$ cat src/rtl/qos_pkg.sv
// Shared QoS types, constants and the pairwise priority comparison used by the
// memory request arbiter.
package qos_pkg;

  localparam int QOS_CORE_W   = 4;
  localparam int QOS_LEVEL_W  = 3;
  localparam int QOS_WEIGHT_W = 4;
  localparam int QOS_WAIT_W   = 16;

  localparam logic QOS_SRC_INSTR = 1'b0;
  localparam logic QOS_SRC_DATA  = 1'b1;

  typedef struct packed {
    logic [QOS_CORE_W-1:0]   core_id;
    logic                    urgent;
    logic [QOS_LEVEL_W-1:0]  qos_level;
    logic [QOS_WEIGHT_W-1:0] weight;
    logic [QOS_WAIT_W-1:0]   max_latency_cycles;
  } qos_config_t;

  // Internal arbiter state, exported for checkers and bring-up.
  typedef struct packed {
    logic [QOS_CORE_W-1:0]              core_id;
    logic                               rr_last;
    logic [1:0][QOS_WAIT_W-1:0]         wait_q;
    logic [1:0][QOS_WEIGHT_W-1:0]       credit_q;
  } qos_dbg_t;

  // 1 when port A beats port B on starvation, urgency, level, then credit.
  function automatic logic qos_prio_cmp(
    input qos_config_t             cfg_a,
    input qos_config_t             cfg_b,
    input logic [QOS_WAIT_W-1:0]   wait_a,
    input logic [QOS_WAIT_W-1:0]   wait_b,
    input logic [QOS_WEIGHT_W-1:0] credit_a,
    input logic [QOS_WEIGHT_W-1:0] credit_b
  );
    logic starve_a;
    logic starve_b;
    starve_a = (cfg_a.max_latency_cycles != '0) && (wait_a >= cfg_a.max_latency_cycles);
    starve_b = (cfg_b.max_latency_cycles != '0) && (wait_b >= cfg_b.max_latency_cycles);
    if (starve_a != starve_b)              return starve_a;
    if (cfg_a.urgent != cfg_b.urgent)      return cfg_a.urgent;
    if (cfg_a.qos_level != cfg_b.qos_level) return cfg_a.qos_level > cfg_b.qos_level;
    return credit_a > credit_b;
  endfunction

endpackage

$ cat src/rtl/qos_mem_req_arbiter_if.sv
// Request-side and memory-side channels of the QoS memory request arbiter.
// Handshake: a transfer happens on a rising edge where valid and ready are both 1;
// valid never waits for ready, and ready may depend combinationally on valid.
interface qos_mem_req_arbiter_if
  import qos_pkg::*;
#(
  parameter int PAYLOAD_W = 64
);
  logic                 instr_req_valid_i;
  logic                 instr_req_ready_o;
  logic [PAYLOAD_W-1:0] instr_req_payload_i;
  qos_config_t          instr_qos_config_i;

  logic                 data_req_valid_i;
  logic                 data_req_ready_o;
  logic [PAYLOAD_W-1:0] data_req_payload_i;
  qos_config_t          data_qos_config_i;

  logic                 mem_req_valid_o;
  logic                 mem_req_ready_i;
  logic [PAYLOAD_W-1:0] mem_req_payload_o;
  qos_config_t          mem_req_qos_o;
  logic                 mem_req_src_o;
  logic [1:0]           starve_o;

  modport slave (
    input  instr_req_valid_i, instr_req_payload_i, instr_qos_config_i,
    input  data_req_valid_i, data_req_payload_i, data_qos_config_i,
    input  mem_req_ready_i,
    output instr_req_ready_o, data_req_ready_o,
    output mem_req_valid_o, mem_req_payload_o, mem_req_qos_o, mem_req_src_o, starve_o
  );

  modport master (
    output instr_req_valid_i, instr_req_payload_i, instr_qos_config_i,
    output data_req_valid_i, data_req_payload_i, data_qos_config_i,
    output mem_req_ready_i,
    input  instr_req_ready_o, data_req_ready_o,
    input  mem_req_valid_o, mem_req_payload_o, mem_req_qos_o, mem_req_src_o, starve_o
  );
endinterface

$ cat src/rtl/qos_req_slice.sv
// One-deep valid/ready register slice; accepts new data whenever empty or
// draining in the same cycle, otherwise holds its content stable.
module qos_req_slice #(
  parameter int W = 8
) (
  input  logic         clk_i,
  input  logic         rst_ni,
  input  logic         in_valid_i,
  input  logic [W-1:0] in_data_i,
  output logic         in_ready_o,
  output logic         out_valid_o,
  input  logic         out_ready_i,
  output logic [W-1:0] out_data_o
);
  logic         valid_q;
  logic [W-1:0] data_q;

  assign in_ready_o  = !valid_q || out_ready_i;
  assign out_valid_o = valid_q;
  assign out_data_o  = data_q;

  always_ff @(posedge clk_i or negedge rst_ni) begin
    if (!rst_ni) begin
      valid_q <= 1'b0;
      data_q  <= '0;
    end else if (in_ready_o) begin
      valid_q <= in_valid_i;
      if (in_valid_i) data_q <= in_data_i;
    end
  end
endmodule

$ cat src/rtl/qos_mem_req_arbiter.sv
// Two-port QoS arbiter merging instruction-fetch and data requests onto one
// registered memory request channel.
module qos_mem_req_arbiter
  import qos_pkg::*;
#(
  parameter int PAYLOAD_W = 64,
  parameter int CORE_ID   = 0
) (
  input  logic                  clk_i,
  input  logic                  rst_ni,
  input  logic                  qos_enable_i,
  qos_mem_req_arbiter_if.slave  bus,
  output qos_dbg_t              dbg_o
);
  localparam int SLICE_W = 1 + $bits(qos_config_t) + PAYLOAD_W;

  logic                    load;
  logic                    grant;
  logic                    winner;
  logic                    prefer_instr;
  logic                    prefer_data;
  logic [1:0]              req_valid;
  logic [1:0]              accept;
  qos_config_t             cfg [2];
  logic [QOS_WAIT_W-1:0]   wait_q [2];
  logic [QOS_WAIT_W-1:0]   wait_d [2];
  logic [QOS_WEIGHT_W-1:0] credit_q [2];
  logic [QOS_WEIGHT_W-1:0] credit_d [2];
  logic [1:0]              starve_q;
  logic [1:0]              starve_d;
  logic                    rr_last_q;
  qos_config_t             win_cfg;
  logic [PAYLOAD_W-1:0]    win_payload;
  logic [SLICE_W-1:0]      slice_out;

  assign req_valid = {bus.data_req_valid_i, bus.instr_req_valid_i};
  assign cfg[0]    = bus.instr_qos_config_i;
  assign cfg[1]    = bus.data_qos_config_i;

  always_comb begin
    prefer_instr = qos_prio_cmp(cfg[0], cfg[1], wait_q[0], wait_q[1], credit_q[0], credit_q[1]);
    prefer_data  = qos_prio_cmp(cfg[1], cfg[0], wait_q[1], wait_q[0], credit_q[1], credit_q[0]);
    winner       = ~rr_last_q;
    if (!req_valid[1])                     winner = QOS_SRC_INSTR;
    else if (!req_valid[0])                winner = QOS_SRC_DATA;
    else if (qos_enable_i && prefer_instr) winner = QOS_SRC_INSTR;
    else if (qos_enable_i && prefer_data)  winner = QOS_SRC_DATA;
  end

  // Gating with rst_ni keeps ready low while reset holds the slice empty.
  assign grant     = rst_ni && load && (|req_valid);
  assign accept[0] = grant && (winner == QOS_SRC_INSTR);
  assign accept[1] = grant && (winner == QOS_SRC_DATA);

  assign bus.instr_req_ready_o = accept[0];
  assign bus.data_req_ready_o  = accept[1];

  assign win_cfg     = winner ? cfg[1] : cfg[0];
  assign win_payload = winner ? bus.data_req_payload_i : bus.instr_req_payload_i;

  // Both credits empty means a new weighting round: reload before charging the winner.
  always_comb begin
    credit_d[0] = credit_q[0];
    credit_d[1] = credit_q[1];
    if (!qos_enable_i) begin
      credit_d[0] = '0;
      credit_d[1] = '0;
    end else if (grant) begin
      if (credit_q[0] == '0 && credit_q[1] == '0) begin
        credit_d[0] = cfg[0].weight;
        credit_d[1] = cfg[1].weight;
      end
      if (credit_d[winner] != '0) credit_d[winner] = credit_d[winner] - QOS_WEIGHT_W'(1);
    end
  end

  always_comb begin
    for (int p = 0; p < 2; p++) begin
      wait_d[p] = wait_q[p];
      if (!qos_enable_i || !req_valid[p] || accept[p]) wait_d[p] = '0;
      else if (wait_q[p] != '1)                       wait_d[p] = wait_q[p] + QOS_WAIT_W'(1);
      starve_d[p] = qos_enable_i && (cfg[p].max_latency_cycles != '0) &&
                    (wait_d[p] >= cfg[p].max_latency_cycles);
    end
  end

  always_ff @(posedge clk_i or negedge rst_ni) begin
    if (!rst_ni) begin
      wait_q[0]   <= '0;
      wait_q[1]   <= '0;
      credit_q[0] <= '0;
      credit_q[1] <= '0;
      starve_q    <= '0;
      rr_last_q   <= QOS_SRC_DATA;
    end else begin
      wait_q[0]   <= wait_d[0];
      wait_q[1]   <= wait_d[1];
      credit_q[0] <= credit_d[0];
      credit_q[1] <= credit_d[1];
      starve_q    <= starve_d;
      if (grant) rr_last_q <= winner;
    end
  end

  qos_req_slice #(.W(SLICE_W)) u_slice (
    .clk_i       (clk_i),
    .rst_ni      (rst_ni),
    .in_valid_i  (grant),
    .in_data_i   ({winner, win_cfg, win_payload}),
    .in_ready_o  (load),
    .out_valid_o (bus.mem_req_valid_o),
    .out_ready_i (bus.mem_req_ready_i),
    .out_data_o  (slice_out)
  );

  assign {bus.mem_req_src_o, bus.mem_req_qos_o, bus.mem_req_payload_o} = slice_out;
  assign bus.starve_o = starve_q;

  always_comb begin
    dbg_o             = '0;
    dbg_o.core_id     = QOS_CORE_W'(CORE_ID);
    dbg_o.rr_last     = rr_last_q;
    dbg_o.wait_q[0]   = wait_q[0];
    dbg_o.wait_q[1]   = wait_q[1];
    dbg_o.credit_q[0] = credit_q[0];
    dbg_o.credit_q[1] = credit_q[1];
  end
endmodule
$ cat src/flat_wrapper.sv
// flat-port wrapper written by rule: the top's interface ports become plain ports
module qos_mem_req_arbiter_flat import qos_pkg::*;
#(
  parameter int PAYLOAD_W = 64,
  parameter int CORE_ID   = 0
)
  (clk_i, rst_ni, qos_enable_i, dbg_o, bus_instr_req_valid_i, bus_instr_req_payload_i, bus_instr_qos_config_i, bus_data_req_valid_i, bus_data_req_payload_i, bus_data_qos_config_i, bus_mem_req_ready_i, bus_instr_req_ready_o, bus_data_req_ready_o, bus_mem_req_valid_o, bus_mem_req_payload_o, bus_mem_req_qos_o, bus_mem_req_src_o, bus_starve_o);
  qos_mem_req_arbiter_if #(.PAYLOAD_W(PAYLOAD_W)) bus_i ();
  input  logic clk_i;
  input  logic rst_ni;
  input  logic qos_enable_i;
  output qos_dbg_t dbg_o;
  input wire logic [$bits(bus_i.instr_req_valid_i)-1:0] bus_instr_req_valid_i;
  input wire logic [$bits(bus_i.instr_req_payload_i)-1:0] bus_instr_req_payload_i;
  input wire logic [$bits(bus_i.instr_qos_config_i)-1:0] bus_instr_qos_config_i;
  input wire logic [$bits(bus_i.data_req_valid_i)-1:0] bus_data_req_valid_i;
  input wire logic [$bits(bus_i.data_req_payload_i)-1:0] bus_data_req_payload_i;
  input wire logic [$bits(bus_i.data_qos_config_i)-1:0] bus_data_qos_config_i;
  input wire logic [$bits(bus_i.mem_req_ready_i)-1:0] bus_mem_req_ready_i;
  output wire logic [$bits(bus_i.instr_req_ready_o)-1:0] bus_instr_req_ready_o;
  output wire logic [$bits(bus_i.data_req_ready_o)-1:0] bus_data_req_ready_o;
  output wire logic [$bits(bus_i.mem_req_valid_o)-1:0] bus_mem_req_valid_o;
  output wire logic [$bits(bus_i.mem_req_payload_o)-1:0] bus_mem_req_payload_o;
  output wire logic [$bits(bus_i.mem_req_qos_o)-1:0] bus_mem_req_qos_o;
  output wire logic [$bits(bus_i.mem_req_src_o)-1:0] bus_mem_req_src_o;
  output wire logic [$bits(bus_i.starve_o)-1:0] bus_starve_o;
  assign bus_i.instr_req_valid_i = bus_instr_req_valid_i;
  assign bus_i.instr_req_payload_i = bus_instr_req_payload_i;
  assign bus_i.instr_qos_config_i = bus_instr_qos_config_i;
  assign bus_i.data_req_valid_i = bus_data_req_valid_i;
  assign bus_i.data_req_payload_i = bus_data_req_payload_i;
  assign bus_i.data_qos_config_i = bus_data_qos_config_i;
  assign bus_i.mem_req_ready_i = bus_mem_req_ready_i;
  assign bus_instr_req_ready_o = bus_i.instr_req_ready_o;
  assign bus_data_req_ready_o = bus_i.data_req_ready_o;
  assign bus_mem_req_valid_o = bus_i.mem_req_valid_o;
  assign bus_mem_req_payload_o = bus_i.mem_req_payload_o;
  assign bus_mem_req_qos_o = bus_i.mem_req_qos_o;
  assign bus_mem_req_src_o = bus_i.mem_req_src_o;
  assign bus_starve_o = bus_i.starve_o;
  qos_mem_req_arbiter #(.PAYLOAD_W(PAYLOAD_W), .CORE_ID(CORE_ID)) u_core (.clk_i(clk_i), .rst_ni(rst_ni), .qos_enable_i(qos_enable_i), .bus(bus_i), .dbg_o(dbg_o));
endmodule
$ cat config.mk
export PLATFORM = sky130hd
export DESIGN_NAME = qos_mem_req_arbiter_flat
export DESIGN_NICKNAME = d
export VERILOG_FILES = /design/src/rtl/qos_pkg.sv /design/src/rtl/qos_mem_req_arbiter_if.sv /design/src/rtl/qos_req_slice.sv /design/src/rtl/qos_mem_req_arbiter.sv /design/src/flat_wrapper.sv
export SDC_FILE = /design/constraint.sdc
export NUM_CORES = 1
export LEC_CHECK = 0
export CORE_MARGIN = 1
export CORE_UTILIZATION = 40
export CTS_CLUSTER_DIAMETER = 100
export DETAILED_ROUTE_END_ITERATION = 10
export PLACE_DENSITY = 0.73
export SYNTH_ARGS = -nofsm -noshare
export SYNTH_HDL_FRONTEND = slang
export SYNTH_SLANG_ARGS = --single-unit
$ cat constraint.sdc
create_clock -name clk_i -period 9.3 [get_ports clk_i]
set_input_delay 1.86 -clock clk_i [delete_from_list [all_inputs] [get_ports clk_i]]
set_output_delay 1.86 -clock clk_i [all_outputs]
set_load 0.1 [all_outputs]
==> Flow_metrics.wiki, run 1 <==
{| class="wikitable"
! Metric !! Value
|-
| Number of H-tree levels || 4
|-
| Sum of net half-perimeters after detailed placement || 21.0 mm
|-
| Number of flops mapped to enable cells by yosys || 0
|-
| Die Area || 21500 um^2
|-
| Leakage dissipation || 5.51 nW
|-
| Via count of the first global-routing pass || 8220
|-
| Highest fanout seen on the critical path || 3
|-
| Final setup violating endpoints || 0
|-
| Instance count of the mapped netlist || 1001
|-
| Peak clock frequency supported by timing || 130 MHz
|-
| Worst setup margin || 1600 ps
|-
| Final Cycle Share || 82.8%
|-
| Unrepaired setup endpoints after global routing || no
|-
| Hold_sp || u_core.u_slice.out_data_o[92]$_DFFE_PN0P_
|-
| CP max stage delay || 1200 ps
|-
| Transition at the pin with the smallest max-transition slack || 1100 ps
|-
| Die height || 147 um
|-
| Bufs on Longest Clock Path || 2
|-
| Antenna diode count || 0
|-
| Most used standard cells in the synthesized netlist || sky130_fd_sc_hd__a21oi_1 (215), sky130_fd_sc_hd__dfrtp_1 (136), sky130_fd_sc_hd__nor2_1 (135)
|-
| Number of antenna violations at the first check in global routing || 1
|-
| Final Critical Period || 7700 ps
|-
| IR Drop Worst-Case VDD || 0.164 mV
|-
| CP Launch Type || primary input
|-
| Cell Area, Placed || 11800 um^2
|-
| Combinational family with the most area after synthesis || compound AO/OA/AOI/OAI gates
|-
| Global route overflow || 0
|-
| Maximum number of pins on one net before global-route repair || 91
|-
| Arr. time, crit path || 5840 ps
|-
| Clock sink total || 137
|-
| Critical path's slowest cell || sky130_fd_sc_hd__clkdlybuf4s50_1
|-
| CTS tree || built
|-
| Insertion delay of the later-clocked pin in the worst-skew pair || 430 ps
|-
| Initial Utilization || 41.0%
|-
| Max-slew violation count || 0
|-
| Total instance count after detailed placement || 1554
|-
| Mapped cell area || 8360 um^2
|-
| Area growth, synth to finish || 49.1%
|-
| Total wire length after detailed routing || 28.3 mm
|-
| Number of cells upsized or downsized after cts || 0
|-
| Share of the yosys chip area belonging to registers || 41.0%
|-
| Synthesis warning total || 0
|-
| Final std cell area, no fill || 12500 um^2
|-
| Max-Slew Margin vs Limit || 26.6%
|-
| Adder and majority cell fraction of the synthesized area || 11.1%
|-
| Worst min path class || reg -> reg
|-
| Quantity of hold-fixing buffers added after cts || 0
|-
| All-Layer GR Usage || 26.8%
|-
| Start point of the critical path || bus_instr_qos_config_i[15]
|-
| Via Count || 8382
|-
| Ordered cell list for the critical path || clkdlybuf4s50_1 -> inv_1 -> ha_1 -> nand4_1 -> or3_1 -> a2111oi_2 -> o31ai_1 -> a31oi_1 -> o31ai_4 -> nor2_1 -> clkdlybuf4s50_1
|-
| Number of I/O pins || 333
|-
| Count of final hold-check violations || 0
|-
| Final clock skew || 12.4 ps
|-
| Synth top area cells || sky130_fd_sc_hd__dfrtp_1 (41%), sky130_fd_sc_hd__a21oi_1 (13%), sky130_fd_sc_hd__ha_1 (11%), sky130_fd_sc_hd__nor2_1 (6.1%), sky130_fd_sc_hd__nand2_1 (5.5%)
|-
| Share of layout cells above drive strength 1 || 3.80%
|-
| Critical path endpoint category || output port
|-
| Number of nets still failing antenna checks after routing || 0
|-
| Share of the synthesized area in the top cell type || 40.7%
|-
| Area fraction in compound gates after synthesis || 20.7%
|-
| Buffer type at the clock tree root || sky130_fd_sc_hd__clkbuf_16
|-
| Origin of the critical flop-to-flop path || u_core.dbg_o[21]$_DFF_PN0_
|-
| Global-route wire length before repair || 45.1 mm
|-
| Critical path start-end classification || in -> out
|-
| Site row count || 52
|-
| Cell mode on critical path || sky130_fd_sc_hd__clkdlybuf4s50_1
|-
| Data required time at the worst endpoint || 7440 ps
|-
| Total core area || 20400 um^2
|-
| DR vias/cell || 5.28
|-
| Syn Area/Cell || 8.35 um^2
|-
| Number of max-cap violations || 0
|-
| Clock input transition at the sequential cells of the worst setup and hold paths || 60 ps
|-
| Setup total negative slack || 0 ps
|-
| Non-Filler Instances || 1586
|-
| Initial drt markers || 447
|-
| Library cell occupying the most area in the post-synthesis netlist || sky130_fd_sc_hd__dfrtp_1
|-
| Flip-flop cell with the highest count after synthesis || sky130_fd_sc_hd__dfrtp_1
|-
| Post-route DRC violation count || 0
|-
| TritonCTS Buffers || 17
|-
| Count of cell types in the netlist || 54
|-
| Fraction of synthesized area in multiplexers || 0.719%
|-
| Flip-flop and latch count after synthesis || 137
|-
| Share of synthesized registers carrying an async set or reset || 100%
|-
| Final #Nets || 1567
|-
| RePlAce Congestion || 0.869
|-
| Simple logic cell fraction of the synthesized area || 18.4%
|-
| Post-CTS setup buffers || 0
|-
| Pwr Density || 232 nW/um^2
|-
| Die Wd || 147 um
|-
| Most frequent cell after synthesis || sky130_fd_sc_hd__a21oi_1
|-
| Xor/xnor cell area share of the yosys netlist || 2.41%
|-
| Routed wire length per instance || 17.9 um
|-
| Count of input and output buffers || 328
|-
| Outcome || finished clean
|-
| Number of search-and-repair iterations in the first detailed-routing pass || 5
|-
| Worst slack, placed || 1600 ps
|}
worst max-delay path: cells and delay by family:
family | cells | cell delay (ps)
and+or+nand+nor | 3 | 840
buffers and inverters | 3 | 1840
adders and majority gates | 1 | 330
AOI/OAI and AO/OA | 4 | 980
cells in the final DEF (no fill, tap or decap), drive strengths merged, types with 8 or more instances in the layout:
master / count
nand2b: 12
a21oi: 215
buf: 9
clkbuf: 20
nand4: 15
clkdlybuf4s50: 327
nand2: 123
a211oi: 8
o21a: 8
xor2: 17
inv: 53
nor2: 135
nor4: 9
o21ai: 25
dfrtp: 136
a21o: 12
ha: 74
nand3: 18
and3: 15
where the power goes:
| part | switching (mW) | leakage [nW] | internal (mW) | total (mW) |
|---|---|---|---|---|
| Combinational | 1.02 | 3.54 | 0.351 | 1.37 |
| Clock | 0.276 | 0.326 | 0.495 | 0.772 |
| Sequential | 0.0584 | 1.64 | 0.689 | 0.748 |
metrics by stage:
step,utilization [%],total power [mW],hold WS (ps)
2_1_floorplan,-,1.74,483
3_3_place_gp,57.9,2.11,482
3_5_place_dp,57.9,2.12,487
4_1_cts,61.2,2.90,503
5_1_grt,61.2,3.01,517
6_report,61.2,2.89,502
layer usage:
| metal | track usage (%) | vias up | wire (um) |
|---|---|---|---|
| li1 | - | 4096 | - |
| met3 | 5.59 | 33 | 1840 |
| met5 | 0 | - | 12 |
| met4 | 8.28 | 2 | 458 |
| met1 | 36.1 | 3946 | 12400 |
| met2 | 43.0 | 305 | 13600 |
path summary, 6_finish.rpt:
path	depth (start not counted)	end	slack (ps)
setup / recovery	11	bus_instr_req_ready_o	1600
hold / removal	2	u_core.u_slice.out_data_o[92]$_DFFE_PN0P_	500
setup reg to reg	19	u_core.bus.starve_o[0]$_DFF_PN0_	4010
hold reg to reg	2	u_core.u_slice.out_data_o[92]$_DFFE_PN0P_	500
max in group asynchronous	2	u_core.dbg_o[26]$_DFF_PN0_	6840
min in group asynchronous	1	u_core.u_slice.out_data_o[65]$_DFFE_PN0P_	1340
area by class of cell:
type	count	area, um^2
clock buffers	20	457
clock inverters	12	211
fillers	1787	7910
inverters	49	184
multi-input cells	762	4500
flip-flops and latches	137	3430
well taps	270	338
repair buffers	336	3340
cells by family after synthesis:
| kind of cell | after synthesis |
|---|---|
| compound gates | 304 |
| xor+xnor | 23 |
| fa+ha+maj | 74 |
| buf+inv | 105 |
| flops | 137 |
| mux | 6 |
| other cells | 1 |
| simple gates | 351 |
registers in the layout, indices dropped and copies added (netlist names):
signal                      cells
u_core.u_slice.out_data_o      93
u_core.rr_last_q                1
u_core.bus.starve_o             2
u_core.u_slice.out_valid_o      1
u_core.dbg_o                   40
Power figures use the tool's default switching activity.
==> run 2, diff against run 1 <==
PLACE_DENSITY = 0.76   (was 0.73)
clock period = 6.91 ns   (was 9.3 ns; I/O delays follow)
==> run 2 against run 1 <==
Clock power up 29%. Utilization increased by 0.080 points. Global-route usage grew 0.72 points. Via count rose by 2.6%. Highest routed layer is now met4. Largest power group unchanged. Critical endpoint unchanged.
==> Flow_metrics.wiki, run 2 (synthesis gave the netlist of run 1 again) <==
{| class="wikitable"
! Metric !! Value
|-
| Outcome || finished clean
|-
| Setup total negative slack || 0 ps
|-
| Leakage dissipation || 5.51 nW
|-
| Sum of net half-perimeters after detailed placement || 21.9 mm
|-
| Pwr Density || 309 nW/um^2
|-
| Number of search-and-repair iterations in the first detailed-routing pass || 6
|-
| DR vias/cell || 5.41
|-
| Insertion delay of the later-clocked pin in the worst-skew pair || 420 ps
|-
| Die height || 147 um
|-
| Critical path start-end classification || in -> out
|-
| Buffer type at the clock tree root || sky130_fd_sc_hd__clkbuf_16
|-
| Die Wd || 147 um
|-
| Leading cell type in the layout, fill and taps excluded || sky130_fd_sc_hd__clkdlybuf4s50_1
|-
| Initial drt markers || 572
|-
| Via Count || 8598
|-
| Endpoint of the worst hold path || u_core.u_slice.out_data_o[92]$_DFFE_PN0P_
|-
| Clock input transition at the sequential cells of the worst setup and hold paths || 60 ps
|-
| Max-slew violation count || 0
|-
| Final core utilization || 61.3%
|-
| All-Layer GR Usage || 27.5%
|-
| TritonCTS Buffers || 17
|-
| Data required time at the worst endpoint || 5530 ps
|-
| Highest fanout seen on the critical path || 32
|-
| Antenna diode count || 0
|-
| Worst setup margin || 873 ps
|-
| Number of I/O pins || 333
|-
| Most frequent cells in the layout || sky130_fd_sc_hd__clkdlybuf4s50_1 (325), sky130_fd_sc_hd__a21oi_1 (215), sky130_fd_sc_hd__dfrtp_1 (136)
|-
| R2r worst-path depth || 19
|-
| Origin of the critical flop-to-flop path || u_core.dbg_o[21]$_DFF_PN0_
|-
| Final setup violating endpoints || 0
|-
| Site row count || 52
|-
| CTS tree || built
|-
| Via count of the first global-routing pass || 8462
|-
| Transition at the pin with the smallest max-transition slack || 1100 ps
|-
| Total instance count after detailed placement || 1558
|-
| Count of final hold-check violations || 0
|-
| Hold path cells || 2
|-
| Die Area || 21500 um^2
|-
| Number of antenna violations at the first check in global routing || 0
|-
| Number of H-tree levels || 4
|-
| Max-Slew Margin vs Limit || 26.3%
|-
| Critical path endpoint category || output port
|-
| Arr. time, crit path || 4650 ps
|-
| Final Critical Period || 6040 ps
|-
| Clock sink total || 137
|-
| IR Drop Worst-Case VDD || 0.188 mV
|-
| Worst slack, placed || 884 ps
|-
| Flip-flop count of the largest register after layout || 93
|-
| Number of nets still failing antenna checks after routing || 0
|-
| Share of layout cells above drive strength 1 || 4.17%
|-
| Total wire length after detailed routing || 29.4 mm
|-
| Unrepaired setup endpoints after global routing || no
|-
| Worst min path class || reg -> reg
|-
| Global route overflow || 0
|-
| RePlAce Congestion || 0.902
|-
| Final clock skew || 8.78 ps
|-
| Number of cells upsized or downsized after cts || 0
|-
| Area growth, synth to finish || 49.3%
|-
| Post-CTS setup buffers || 0
|-
| Endpoint of the lowest-slack register-to-register path || u_core.bus.starve_o[0]$_DFF_PN0_
|-
| Number of max-cap violations || 0
|-
| Quantity of hold-fixing buffers added after cts || 0
|-
| Post-route DRC violation count || 0
|-
| Maximum number of pins on one net before global-route repair || 70
|-
| Global-route wire length before repair || 46.4 mm
|-
| Routed wire length per instance || 18.5 um
|-
| Filler Cells Inserted || 1797
|-
| Reg2Reg Setup Slack || 2360 ps
|-
| Final #Nets || 1571
|-
| Initial Utilization || 41.0%
|-
| CP Launch Type || primary input
|-
| Peak clock frequency supported by timing || 166 MHz
|-
| Bufs on Longest Clock Path || 2
|-
| Non-Filler Instances || 1590
|-
| Count of input and output buffers || 328
|-
| Hold_sp || u_core.u_slice.out_data_o[92]$_DFFE_PN0P_
|-
| Final Cycle Share || 87.4%
|-
| Total core area || 20400 um^2
|}
run 2: changes by cell type in the layout (fill, tap and decap cells not counted), moves of 2 or more:
cell	delta
sky130_fd_sc_hd__buf_4	+4
sky130_fd_sc_hd__buf_12	+2
sky130_fd_sc_hd__clkinvlp_4	+2
sky130_fd_sc_hd__clkdlybuf4s50_1	-2
run 2: worst max-delay path by stage:
stage / from / cells past startpoint / to / slack, ps
after detailed placement: bus_instr_qos_config_i[15] / 12 / bus_instr_req_ready_o / 880
final: bus_instr_qos_config_i[15] / 12 / bus_instr_req_ready_o / 870
after CTS: bus_instr_qos_config_i[15] / 12 / bus_instr_req_ready_o / 870
after global routing: bus_instr_qos_config_i[15] / 12 / bus_instr_req_ready_o / 660
after floorplan: bus_instr_qos_config_i[15] / 10 / bus_instr_req_ready_o / 990
after global placement: bus_instr_qos_config_i[15] / 12 / bus_instr_req_ready_o / 940
run 2: area by class of cell:
type | instances | area [um^2] | share of cell area, %
Clock buffer | 20 | 447 | 3.58
Clock inverter | 12 | 188 | 1.50
Inverter | 49 | 184 | 1.47
Multi-Input combinational cell | 762 | 4500 | 36.0
Sequential cell | 137 | 3430 | 27.5
Tap cell | 270 | 338 | 2.71
Timing Repair Buffer | 340 | 3390 | 27.2
run 2: stage by stage:
step / power [mW] / instance area [um^2] / hold slack [ps]
after floorplan: 2.34 / 8370 / 483
after global placement: 2.86 / 11800 / 480
after detailed placement: 2.87 / 11800 / 499
after CTS: 3.88 / 12500 / 514
after global routing: 4.02 / 12500 / 555
final: 3.86 / 12500 / 512
run 2: where the power goes:
group / leakage (nW) / internal, mW / switching (mW)
clock: 0.302 / 0.620 / 0.376
combinational: 3.56 / 0.478 / 1.37
sequential: 1.64 / 0.927 / 0.0835
total: 5.51 / 2.03 / 1.83
run 2: critical path, stage by stage:
cell	delay, ps
sky130_fd_sc_hd__clkdlybuf4s50_1	520
sky130_fd_sc_hd__inv_1	80
sky130_fd_sc_hd__ha_1	310
sky130_fd_sc_hd__nand4_1	110
sky130_fd_sc_hd__or3_1	440
sky130_fd_sc_hd__a2111oi_2	340
sky130_fd_sc_hd__nor3_1	110
sky130_fd_sc_hd__a211oi_2	310
sky130_fd_sc_hd__o31ai_4	130
sky130_fd_sc_hd__buf_4	270
sky130_fd_sc_hd__nor2_1	390
sky130_fd_sc_hd__buf_12	230
run 2: metal layers:
layer	track usage (%)	up-vias	wire length, um
met5	0	-	0
met4	8.80	0	733
met3	6.31	62	2090
met2	44.5	358	13800
met1	36.3	4071	12800
li1	-	4107	-
==> run 3, diff against run 2 <==
MAX_ROUTING_LAYER = met4   (was unset)
PLACE_DENSITY = 0.74   (was 0.76)
SYNTH_HIERARCHICAL = 1   (was unset)
==> run 3 against run 2 <==
Register-to-register slack lost 170 ps. Final cell count fell by 11%. Global-route usage down 2.8 points. Hold slack got worse by 5.4 ps. Combinational power increased by 41%. Non-clock buffer count is 6 lower. Maximum frequency increased by 5.1%. Sequential power up 11%. Final area grew 5.0%. The flow now finishes with violations (design-rule violations).
==> Flow_metrics.wiki, run 3 <==
{| class="wikitable"
! Metric !! Value
|-
| Outcome || finished with violations
|-
| Initial drt markers || 448
|-
| Critical path's slowest cell || sky130_fd_sc_hd__a2111oi_0
|-
| Site row count || 54
|-
| CP max stage delay || 540 ps
|-
| Unrepaired setup endpoints after global routing || no
|-
| Max-slew violation count || 0
|-
| Routed wire length per instance || 19.3 um
|-
| Count of input and output buffers || 328
|-
| Area growth, synth to finish || 44.5%
|-
| Filler Cells Inserted || 1856
|-
| Final Cycle Share || 83.2%
|-
| Antenna diode count || 0
|-
| Most frequent cells in the layout || sky130_fd_sc_hd__clkdlybuf4s50_1 (325), sky130_fd_sc_hd__dfrtp_1 (136), sky130_fd_sc_hd__mux2_2 (98)
|-
| Flip-flop and latch count after synthesis || 137
|-
| Setup total negative slack || 0 ps
|-
| Insertion delay of the later-clocked pin in the worst-skew pair || 420 ps
|-
| Number of flops mapped to enable cells by yosys || 0
|-
| Post-route DRC violation count || 12
|-
| Global route overflow || 0
|-
| Reg2Reg Setup Slack || 2190 ps
|-
| Syn Area/Cell || 11.2 um^2
|-
| Final setup violating endpoints || 0
|-
| Most used standard cells in the synthesized netlist || sky130_fd_sc_hd__dfrtp_1 (136), sky130_fd_sc_hd__mux2_2 (98), sky130_fd_sc_hd__ha_1 (74)
|-
| Buffer type at the clock tree root || sky130_fd_sc_hd__clkbuf_16
|-
| Quantity of hold-fixing buffers added after cts || 0
|-
| IR Drop Worst-Case VDD || 0.260 mV
|-
| Most frequent cell after synthesis || sky130_fd_sc_hd__dfrtp_1
|-
| Max-Slew Margin vs Limit || 29.8%
|-
| Total wire length after detailed routing || 27.4 mm
|-
| Total area of multi-input combinational cells || 5160 um^2
|-
| CTS tree || built
|-
| Critical path endpoint category || output port
|-
| Highest fanout seen on the critical path || 12
|-
| Mapped cell area || 9060 um^2
|-
| Leading cell type in the layout, fill and taps excluded || sky130_fd_sc_hd__clkdlybuf4s50_1
|-
| Via Count || 7443
|-
| Sum of net half-perimeters after detailed placement || 20.8 mm
|-
| Number of search-and-repair iterations in the first detailed-routing pass || 8
|-
| Count of final hold-check violations || 0
|-
| Synth top area cells || sky130_fd_sc_hd__dfrtp_1 (38%), sky130_fd_sc_hd__mux2_2 (12%), sky130_fd_sc_hd__mux2_4 (12%), sky130_fd_sc_hd__ha_1 (10%), sky130_fd_sc_hd__o21ai_0 (2.0%)
|-
| TritonCTS Buffers || 17
|-
| Number of cells upsized or downsized after cts || 0
|-
| Final #Nets || 1390
|-
| Via count of the first global-routing pass || 7892
|-
| Worst min path class || reg -> reg
|-
| CP Launch Type || primary input
|-
| DR vias/cell || 5.25
|-
| Number of I/O pins || 333
|-
| Die Area || 23300 um^2
|-
| Share of synthesized registers carrying an async set or reset || 100%
|-
| Transition at the pin with the smallest max-transition slack || 1050 ps
|-
| Share of the yosys chip area belonging to registers || 37.8%
|-
| Clock sink total || 137
|-
| RePlAce Congestion || 0.912
|-
| Worst hold margin || 507 ps
|-
| Number of H-tree levels || 4
|-
| Die Wd || 153 um
|-
| All-Layer GR Usage || 24.7%
|-
| Peak clock frequency supported by timing || 174 MHz
|-
| Number of max-cap violations || 0
|-
| Count of cell types in the netlist || 58
|-
| Synthesis warning total || 6
|-
| Share of layout cells above drive strength 1 || 19.1%
|-
| FF/Latch Area || 3430 um^2
|-
| Final clock skew || 20.4 ps
|-
| Maximum number of pins on one net before global-route repair || 94
|-
| Total core area || 22000 um^2
|-
| Bufs on Longest Clock Path || 2
|-
| Final Critical Period || 5750 ps
|-
| Clock input transition at the sequential cells of the worst setup and hold paths || 70 ps
|-
| Leakage dissipation || 5.96 nW
|-
| Data required time at the worst endpoint || 5530 ps
|-
| Die height || 153 um
|-
| Critical path start-end classification || in -> out
|-
| Ordered cell list for the critical path || clkdlybuf4s50_1 -> inv_1 -> ha_1 -> nand3_1 -> a2111oi_0 -> a221oi_1 -> nor2_1 -> o22ai_1 -> a21oi_4 -> inv_1 -> nor2_1 -> buf_12
|-
| Number of nets still failing antenna checks after routing || 0
|-
| Flip-flop count of the largest register after layout || 93
|-
| Initial Utilization || 41.1%
|-
| Instance count of the mapped netlist || 806
|-
| Library cell occupying the most area in the post-synthesis netlist || sky130_fd_sc_hd__dfrtp_1
|-
| Arr. time, crit path || 4360 ps
|-
| Flip-flop cell with the highest count after synthesis || sky130_fd_sc_hd__dfrtp_1
|-
| Pwr Density || 362 nW/um^2
|-
| Post-CTS setup buffers || 0
|-
| Violations in the final reports || design-rule violations
|-
| Number of antenna violations at the first check in global routing || 0
|-
| Share of the synthesized area in the top cell type || 37.6%
|-
| Global-route wire length before repair || 43.6 mm
|}
-- run 3: cell type report --
class,instances,area share [%]
multi-input cells,591,39.4
flip-flops and latches,137,26.2
well taps,280,2.68
clock buffers,17,3.25
inverters,45,1.29
repair buffers,334,25.5
clock inverters,14,1.69
-- run 3: cell families (layout without fill, tap and decap cells) --
kind of cell | count (synthesis) | after routing | synth area share [%]
and+or+nand+nor | 188 | 188 | 10.7
adders and majority gates | 74 | 74 | 10.2
muxes | 174 | 174 | 24.4
xor gates and xnor gates | 22 | 22 | 2.13
AOI/OAI and AO/OA | 129 | 129 | 9.28
other | 1 | 4 | 0.0414
DFF | 137 | 137 | 37.8
buffers and inverters | 81 | 410 | 5.39
-- run 3: metal layers --
metal | global-route usage, % | up-vias | share of wire, %
met5 | - | - | 0
met4 | 8.56 | 0 | 2.6
met3 | 3.92 | 43 | 4.4
met2 | 41.5 | 260 | 49
met1 | 30.2 | 3595 | 44
li1 | - | 3545 | -
-- run 3: per-stage QoR --
| stage | cell area (um^2) | util [%] | worst slack [ps] | std cells | total power [mW] |
|---|---|---|---|---|---|
| 4_1_cts | 13100 | 59.5 | 1050 | 1418 | 4.76 |
| 3_5_place_dp | 12400 | 56.5 | 799 | 1387 | 3.73 |
| 6_report | 13100 | 59.5 | 1160 | 1418 | 4.74 |
| 2_1_floorplan | 9070 | - | 1070 | 809 | 3.07 |
| 5_1_grt | 13100 | 59.5 | 935 | 1418 | 4.90 |
| 3_3_place_gp | 12400 | 56.5 | 785 | 1387 | 3.71 |
-- run 3: worst max-delay path, delay by kind of cell --
family | cells | cell delay (ps)
compound gates | 4 | 1290
buf+inv | 4 | 860
simple gates | 3 | 530
fa+ha+maj | 1 | 300
-- run 3: power by group --
part           total, mW  switching [mW]  internal (mW)
clock               1.01           0.369          0.643
sequential          1.12           0.131          0.986
combinational       2.61            1.83          0.777
total               4.74            2.33           2.41
-- run 3: worst paths after layout --
kind,startpoint,cells past startpoint,end
setup reg to reg,u_core/dbg_o[3]$_DFFE_PN0P_,12,u_core/u_slice/out_data_o[53]$_DFFE_PN0P_
min in group asynchronous,rst_ni,1,u_core/dbg_o[31]$_DFF_PN0_
setup / recovery,bus_instr_qos_config_i[22],12,bus_instr_req_ready_o
hold reg to reg,u_core/u_slice/out_data_o[12]$_DFFE_PN0P_,1,u_core/u_slice/out_data_o[12]$_DFFE_PN0P_
hold / removal,u_core/u_slice/out_data_o[12]$_DFFE_PN0P_,1,u_core/u_slice/out_data_o[12]$_DFFE_PN0P_
max in group asynchronous,rst_ni,2,u_core/u_slice/out_data_o[80]$_DFFE_PN0P_
